===== config.mk =====
export PLATFORM = sky130hd
export DESIGN_NAME = uart_tx_fifo
export DESIGN_NICKNAME = d
export VERILOG_FILES = /design/src/rtl/uart_tx_fifo.sv
export SDC_FILE = /design/constraint.sdc
export NUM_CORES = 1
export LEC_CHECK = 0
export BUFFER_PORTS_ARGS = -buffer_cell sky130_fd_sc_hd__buf_2
export CORE_MARGIN = 2
export CORE_UTILIZATION = 59
export DETAILED_ROUTE_END_ITERATION = 8
export GPL_TIMING_DRIVEN = 1
export PLACE_DENSITY_LB_ADDON = 0.05
export SKIP_CTS_REPAIR_TIMING = 1
export SYNTH_ARGS = -nofsm -noshare
export SYNTH_HDL_FRONTEND = slang
export SYNTH_SLANG_ARGS = --single-unit
export TNS_END_PERCENT = 5

===== constraint.sdc =====
create_clock -name clk_i -period 2.9 [get_ports clk_i]
set_input_delay 0.145 -clock clk_i [delete_from_list [all_inputs] [get_ports clk_i]]
set_output_delay 0.145 -clock clk_i [all_outputs]
set_load 0.01 [all_outputs]

===== src/rtl/uart_tx_fifo.sv =====
// Memory-mapped UART transmitter: bus writes fill a byte FIFO that a TX FSM serialises as 8N1.
// Define UART_TX_PARITY_EN to insert an even-parity bit after the data bits, giving 8E1 frames.
module uart_tx_fifo #(
    parameter int CLKS_PER_BIT = 868,
    parameter int FIFO_DEPTH   = 16
) (
    input  logic        clk_i,
    input  logic        rst_i,
    input  logic        we_i,
    input  logic        re_i,
    input  logic [3:0]  addr_i,
    input  logic [31:0] wdata_i,
    output logic [31:0] rdata_o,
    output logic        txd_o,
    output logic        busy_o
);
    localparam int AW = $clog2(FIFO_DEPTH);
    localparam int CW = AW + 1;
    localparam int BW = (CLKS_PER_BIT > 1) ? $clog2(CLKS_PER_BIT) : 1;
    localparam logic [BW-1:0] BAUD_RELOAD = BW'(CLKS_PER_BIT - 1);
    localparam logic [CW-1:0] DEPTH_C     = CW'(FIFO_DEPTH);

    localparam logic [2:0] ST_IDLE   = 3'd0;
    localparam logic [2:0] ST_START  = 3'd1;
    localparam logic [2:0] ST_DATA   = 3'd2;
`ifdef UART_TX_PARITY_EN
    localparam logic [2:0] ST_PARITY = 3'd3;
`endif
    localparam logic [2:0] ST_STOP   = 3'd4;

    // Bus contract: we_i/re_i are single-cycle strobes that are always accepted;
    // there is no stall, so a push into a full FIFO is dropped and flagged.
    logic sel_data;
    logic sel_status;
    assign sel_data   = (addr_i[3:2] == 2'b00);
    assign sel_status = (addr_i[3:2] == 2'b01);

    logic unused_bus_bits;
    assign unused_bus_bits = ^{addr_i[1:0], wdata_i[31:8]};

    logic [7:0]    mem [FIFO_DEPTH];
    logic [AW-1:0] wr_ptr;
    logic [AW-1:0] rd_ptr;
    logic [CW-1:0] count;
    logic          full;
    logic          empty;
    logic          push_req;
    logic          push;
    logic          pop;
    logic          ovf_set;
    logic          ovf_clr;
    logic          overflow;

    logic [2:0]    state;
    logic [BW-1:0] baud_cnt;
    logic          baud_done;
    logic [2:0]    bit_idx;
    logic [7:0]    shift_reg;
    logic          txd_next;
    logic [31:0]   status_word;

    assign full      = (count == DEPTH_C);
    assign empty     = (count == '0);
    assign push_req  = we_i & sel_data;
    assign pop       = (state == ST_IDLE) & ~empty;
    // A full FIFO still accepts a push on the edge that frees a slot.
    assign push      = push_req & (~full | pop);
    assign ovf_set   = push_req & full & ~pop;
    assign ovf_clr   = we_i & sel_status & wdata_i[3];
    assign baud_done = (baud_cnt == '0);
    assign busy_o    = ~empty | (state != ST_IDLE);

    always_ff @(posedge clk_i) begin
        if (push) begin
            mem[wr_ptr] <= wdata_i[7:0];
        end
    end

    always_ff @(posedge clk_i or posedge rst_i) begin
        if (rst_i) begin
            wr_ptr <= '0;
            rd_ptr <= '0;
            count  <= '0;
        end else begin
            if (push) begin
                wr_ptr <= wr_ptr + AW'(1);
            end
            if (pop) begin
                rd_ptr <= rd_ptr + AW'(1);
            end
            case ({push, pop})
                2'b10:   count <= count + CW'(1);
                2'b01:   count <= count - CW'(1);
                default: count <= count;
            endcase
        end
    end

    always_ff @(posedge clk_i or posedge rst_i) begin
        if (rst_i) begin
            overflow <= 1'b0;
        end else if (ovf_set) begin
            overflow <= 1'b1;
        end else if (ovf_clr) begin
            overflow <= 1'b0;
        end
    end

`ifdef UART_TX_PARITY_EN
    logic parity_bit;

    always_ff @(posedge clk_i or posedge rst_i) begin
        if (rst_i) begin
            parity_bit <= 1'b0;
        end else if (pop) begin
            parity_bit <= ^mem[rd_ptr];
        end
    end
`endif

    always_ff @(posedge clk_i or posedge rst_i) begin
        if (rst_i) begin
            state     <= ST_IDLE;
            baud_cnt  <= '0;
            bit_idx   <= '0;
            shift_reg <= '0;
        end else begin
            case (state)
                ST_IDLE: begin
                    if (!empty) begin
                        shift_reg <= mem[rd_ptr];
                        baud_cnt  <= BAUD_RELOAD;
                        state     <= ST_START;
                    end
                end
                ST_START: begin
                    if (baud_done) begin
                        baud_cnt <= BAUD_RELOAD;
                        bit_idx  <= '0;
                        state    <= ST_DATA;
                    end else begin
                        baud_cnt <= baud_cnt - BW'(1);
                    end
                end
                ST_DATA: begin
                    if (baud_done) begin
                        baud_cnt <= BAUD_RELOAD;
                        if (bit_idx == 3'd7) begin
`ifdef UART_TX_PARITY_EN
                            state <= ST_PARITY;
`else
                            state <= ST_STOP;
`endif
                        end else begin
                            bit_idx   <= bit_idx + 3'd1;
                            shift_reg <= {1'b0, shift_reg[7:1]};
                        end
                    end else begin
                        baud_cnt <= baud_cnt - BW'(1);
                    end
                end
`ifdef UART_TX_PARITY_EN
                ST_PARITY: begin
                    if (baud_done) begin
                        baud_cnt <= BAUD_RELOAD;
                        state    <= ST_STOP;
                    end else begin
                        baud_cnt <= baud_cnt - BW'(1);
                    end
                end
`endif
                ST_STOP: begin
                    if (baud_done) begin
                        state <= ST_IDLE;
                    end else begin
                        baud_cnt <= baud_cnt - BW'(1);
                    end
                end
                default: state <= ST_IDLE;
            endcase
        end
    end

    // The line is driven from a flop so the pin never sees decode glitches;
    // it trails the FSM state by one cycle.
    always_comb begin
        txd_next = 1'b1;
        case (state)
            ST_START:  txd_next = 1'b0;
            ST_DATA:   txd_next = shift_reg[0];
`ifdef UART_TX_PARITY_EN
            ST_PARITY: txd_next = parity_bit;
`endif
            default:   txd_next = 1'b1;
        endcase
    end

    always_ff @(posedge clk_i or posedge rst_i) begin
        if (rst_i) begin
            txd_o <= 1'b1;
        end else begin
            txd_o <= txd_next;
        end
    end

    always_comb begin
        status_word       = '0;
        status_word[0]    = full;
        status_word[1]    = empty;
        status_word[2]    = busy_o;
        status_word[3]    = overflow;
        status_word[15:8] = 8'(count);
    end

    always_ff @(posedge clk_i or posedge rst_i) begin
        if (rst_i) begin
            rdata_o <= '0;
        end else if (re_i) begin
            rdata_o <= sel_status ? status_word : 32'h0;
        end
    end

endmodule


## Yosys cells after proc, flatten, opt, wreduce, memory -nomap -nowiden

Memories as Yosys holds them, arrays and structs flattened.
Cells that the tools add are included.

| cells by class | value |
|---|---|
| reductions and logical operators | 15 |
| equality and inequality tests | 15 |
| add/sub/neg operators | 6 |
| bitwise operators | 12 |
| muxes and demuxes | 24 |

Operators with widths:

| kind | count |
|---|---|
| $mux 10 | 3 |
| $pmux 10 s3 | 1 |
| $mux 8 | 3 |
| $mux 3 | 7 |
| $pmux 8 s2 | 1 |
| $ne 2x2->1 const B | 7 |
| $mux 13 | 1 |
| $pmux 3 s4 | 1 |
| $logic_not 10->1 | 1 |
| $pmux 5 s2 | 1 |
| $sub 10x1->10 const B | 1 |
| $add 4x1->4 const B | 2 |
| $reduce_and 4->1 | 2 |
| $reduce_bool 2->1 | 4 |
| $and 1x1->1 | 7 |
| $eq 3x3->1 const B | 2 |
| $pmux 3 s2 | 1 |
| $reduce_bool 3->1 | 2 |
| $add 5x1->5 const B | 1 |
| $eq 5x5->1 const B | 1 |
| $logic_not 5->1 | 1 |
| $reduce_and 5->1 | 1 |
| $sub 5x1->5 const B | 1 |
| $eq 2x1->1 const B | 2 |
| 12 further kinds | 18 |

| storage, ports and cells | value |
|---|---|
| memories kept | 1 |
| output and inout bits | 34 |
| input port bits | 40 |
| bits in registers | 71 |
| memory bits (writable) | 128 |

Memory list:

| memory | depth | bits a word | rd ports | clocked after Yosys merged registers in | wr ports | RTL line | source |
|---|---|---|---|---|---|---|---|
| mem | 16 | 8 | 1 | 0 | 1 | 41 | `logic [7:0] mem [FIFO_DEPTH];` |

## Longest topological paths before layout

| depth | value |
|---|---|
| depth in word-level cells | 7 |
| depth in mapped cells | 9 |
| mapped depth without buffers | 8 |

## Worst setup path after synthesis

Ideal clock, no wire load.

| timing path | value |
|---|---|
| path kind | reg-to-reg |
| from | register state[0] |
| to | memory mem[3][0] (enable) |
| data required time | 2.517 ns |
| data arrival time | 2.037 ns |
| stages on the path, launching flop included | 6 |
| buffers on the path | 1 |
| clock period less this slack | 2.420 ns |
| setup slack | 0.480 ns |
| cells stage by stage | dfrtp_1 or3_1 buf_2 a31oi_2 nand2_1 nor3_1 |

| between the ends | value |
|---|---|
| word-level cells in the longest chain between the ends | 6 |

RTL lines:

| what | RTL line | source |
|---|---|---|
| start, declared | 54 | `logic [2:0] state;` |
| start signal, assigned | 123 | `state <= ST_IDLE;` |
| start signal, assigned | 133 | `state <= ST_START;` |
| start signal, assigned | 140 | `state <= ST_DATA;` |
| $logic_not 3->1 | 65 | `assign pop = (state == ST_IDLE) & ~empty;` |
| $and 1x1->1 | 65 |  |
| $or 1x1->1 | 67 | `assign push = push_req & (~full \| pop);` |
| $and 1x1->1 | 67 |  |
| $mux 1 | 74 | `if (push) begin` |
| $mux 1 (implied by the code) | 75 | `mem[wr_ptr] <= wdata_i[7:0];` |
| end, declared | 41 |  |

Every way passes these cells.

## Worst setup path after layout

| timing path | value |
|---|---|
| from | register state[0] |
| to | memory mem[3][7] (enable) |

Same word-level chain as after synthesis.

==> results.sh <==
export IMPL_multi_input_area_mm2=0.00254
export IMPL_numPortBuffers=24
export IMPL_drt_first_pass_iters=4
export IMPL_crit_fanout=12
export IMPL_cts_sinks=176
export IMPL_grt_max_degree=49
export IMPL_clock_root_buffer="clkbuf_16"
export IMPL_route_met2_wl_um=7300
export IMPL_cts_tree="done"
export IMPL_drv_cap=0
export IMPL_crit_type="register to register"
export IMPL_endpoint="mem[3][7]$_DFFE_PP_"
export IMPL_worstPathRequired_ps=3020
export IMPL_grt_use_total_pct=21.8
export IMPL_htree_levels=4
export IMPL_whs_ps=-31.7
export IMPL_cp_top_family="simple AND/OR/NAND/NOR gates"
export IMPL_antenna_cells=0
export IMPL_met1Wirelength_um=6530
export IMPL_rrSetupSlack_ps=390
export IMPL_rsz0062_at_grt="no"
export IMPL_synth_async_reset_ratio_pct=27.3
export IMPL_cts_buffers=17
export IMPL_final_nets=642
export IMPL_wire_per_inst_um=18.7
export IMPL_chipHeight_um=120
export IMPL_grt_pass1_wl_um=23300
export IMPL_power_leakage_nw=3.16
export IMPL_drc_errors=0
export IMPL_final_antenna_net_count=0
export IMPL_area_growth_pct=11.0
export IMPL_skew_ps=9.02
export IMPL_ys_seq_area_share_pct=63.6
export IMPL_regArea_mm2=0.00505
export IMPL_synth_common_cells="edfxtp_1 (128), dfrtp_1 (47), nand2_1 (36)"
export IMPL_synth_area_leaders="edfxtp_1 (48%), dfrtp_1 (15%), mux4_2 (5.1%)"
export IMPL_dieArea_mm2=0.0144
export IMPL_cts_clk_slew_worst_paths_ps=70
export IMPL_crit_path_start="state[0]$_DFFE_PP0P_"
export IMPL_p_comb_share_pct=6.8
export IMPL_critical_path_depth=5
export IMPL_synth_warnings=0
export IMPL_p_sw_mw=1.36
export IMPL_largest_reg_flops=128
export IMPL_hold_path_class="input port to async pin"
export IMPL_fill_cells=939
export IMPL_critical_path_arrival_ps=2640
export IMPL_wirelength_um=14600
export IMPL_gp_congestion=0.837
export IMPL_max_freq_ghz=0.398
export IMPL_clk_path_buf_depth=2
export IMPL_synth_seq_cells=176
export IMPL_cpPeakStageDelay_ps=590
export IMPL_finalCritPeriodShare_pct=86.6
export IMPL_rr_worst_depth=5
export IMPL_gr_total_overflow=0
export IMPL_worstSetupStartpointType="register"
export IMPL_p_sw_share_pct=24.2
export IMPL_violations="negative hold slack"
export IMPL_syn_area_per_cell_um2=14.3
export IMPL_clk_latency_ps=420
export IMPL_finalSetupTns_ps=0
export IMPL_synth_ff_type="edfxtp_1"
export IMPL_p_seq_share_pct=53.2
export IMPL_r2r_end="mem[3][7]$_DFFE_PP_"
export IMPL_antenna_found_initial=0
export IMPL_clkPwrFrac_pct=40.0
export IMPL_outcome="complete, but fails checks"
export IMPL_worstReg2RegStart="state[0]$_DFFE_PP0P_"
export IMPL_grt_pass1_vias=4389
export IMPL_end_kind="register"
export IMPL_synth_top_area_share_pct=48.4
export IMPL_rows=42
export IMPL_routed_top_layer="met4"
export IMPL_hold_violations=47
export IMPL_cp_cell_sequence="or3_1, a31oi_2, nand2_1, nor3_1, buf_4"
export IMPL_regMostFlops="mem"
export IMPL_die_w_um=120
export IMPL_layout_min_cycle_time_ps=2510
export IMPL_drtIter0Drc=425
export IMPL_reg_largest_list="mem x128, baud_cnt x10, rdata_o x9"
export IMPL_dpl_hpwl_um=9600
export IMPL_crit_slowest_cell="or3_1"
export IMPL_tightestPinTransition_ps=1010
export IMPL_worst_path_buf_inv=1
export IMPL_ys_types=64
export IMPL_met3_length_um=596
export IMPL_drive_gt1_share_pct=20.7
export IMPL_synth_edf_count=128
export IMPL_ir_drop_v=0.000542
export IMPL_synth_most_common_cell="edfxtp_1"
export IMPL_drv_slew=0
export IMPL_p_per_area_mw_per_mm2=637
export IMPL_vias=4427
export IMPL_synthCells=556
export IMPL_p_int_mw=4.25
export IMPL_start_util_pct=60.1
export IMPL_via_per_inst=5.67
export IMPL_core_area_mm2=0.0132
export IMPL_setup_violations=0
export IMPL_syn_area_mm2=0.00793
export IMPL_ioPinCount=74
export IMPL_yosysTopAreaCell="edfxtp_1"
export IMPL_slew_headroom_pct=32.3
==> stage by stage <==
step | utilization (%) | std cells | worst slack, ps | total power, mW | cell area [um2]
after floorplan | - | 578 | 480 | 3.35 | 8020
after global placement | 62.3 | 748 | 457 | 3.39 | 8220
after detailed placement | 62.3 | 748 | 434 | 3.41 | 8220
after CTS | 66.7 | 780 | 409 | 5.66 | 8800
after global routing | 66.8 | 781 | 243 | 5.82 | 8810
final | 66.8 | 781 | 389 | 5.61 | 8810
==> layout by cell type, fill, tap and decap left out, types with 5 or more instances in the layout <==
master and count:
a211oi_1 12, a21oi_1 8, a221oi_2 6, a22o_1 6, buf_2 24, buf_4 24
clkbuf_16 17, conb_1 23, dfrtp_1 46, edfxtp_1 128, ha_1 10, inv_1 18
inv_6 6, mux2i_1 29, mux4_2 18, nand2_1 36, nand2b_1 5, nand3_1 12
nand4_1 6, nor2_1 29, nor2b_1 10, nor3_1 15, o211ai_1 6, o21ai_0 23
xnor2_1 11, xor2_1 8
==> how the worst min path moves through the flow <==
stage,slack (ps),end,startpoint,depth (start not counted)
after detailed placement,410,overflow$_DFFE_PP0P_,addr_i[2],2
after global placement,400,overflow$_DFFE_PP0P_,addr_i[2],2
after global routing,40,rdata_o[12]$_DFFE_PP0P_,rst_i,2
final,-30,rdata_o[12]$_DFFE_PP0P_,rst_i,2
after floorplan,240,mem[0][0]$_DFFE_PP_,wdata_i[0],0
after CTS,-30,overflow$_DFFE_PP0P_,addr_i[2],2
==> layout make-up <==
cell class / instances / share of cell area [%]
sequential: 176 / 57.3
clock buffer: 17 / 4.83
clock inverter: 15 / 1.76
multi-input combinational: 327 / 28.8
inverter: 19 / 0.810
timing repair buffer: 51 / 3.98
tap: 176 / 2.50
==> power groups by stage <==
stage | clock network [mW] | registers, mW | logic, mW
2_1_floorplan | 0 | 2.93 | 0.425
3_3_place_gp | 0 | 3.02 | 0.365
3_5_place_dp | 0 | 3.03 | 0.381
4_1_cts | 2.29 | 2.98 | 0.386
5_1_grt | 2.39 | 3.00 | 0.432
6_report | 2.24 | 2.98 | 0.382
==> worst reg2reg max path, delay by kind of cell (launching register included) <==
| family | cells | cell delay, ps |
|---|---|---|
| AOI/OAI and AO/OA | 1 | 480 |
| buffers and inverters | 1 | 210 |
| DFF | 1 | 490 |
| and+or+nand+nor | 3 | 1030 |
==> logic make-up after synthesis <==
logic type | after synthesis | synth area share [%]
compound gates | 81 | 7.89
xor+xnor | 19 | 2.10
other cells | 1 | 0.0473
fa+ha+maj | 10 | 1.58
mux | 53 | 9.71
buf+inv | 75 | 5.47
flops | 176 | 63.6
simple gates | 141 | 9.60
==> per-layer routing <==
layer | up-vias | track usage [%]
met5 | - | 0
met1 | 2212 | 28.4
met3 | 17 | 5.89
met2 | 93 | 35.8
li1 | 2105 | -
met4 | 0 | 7.21
(Power assumes the default switching activity.)
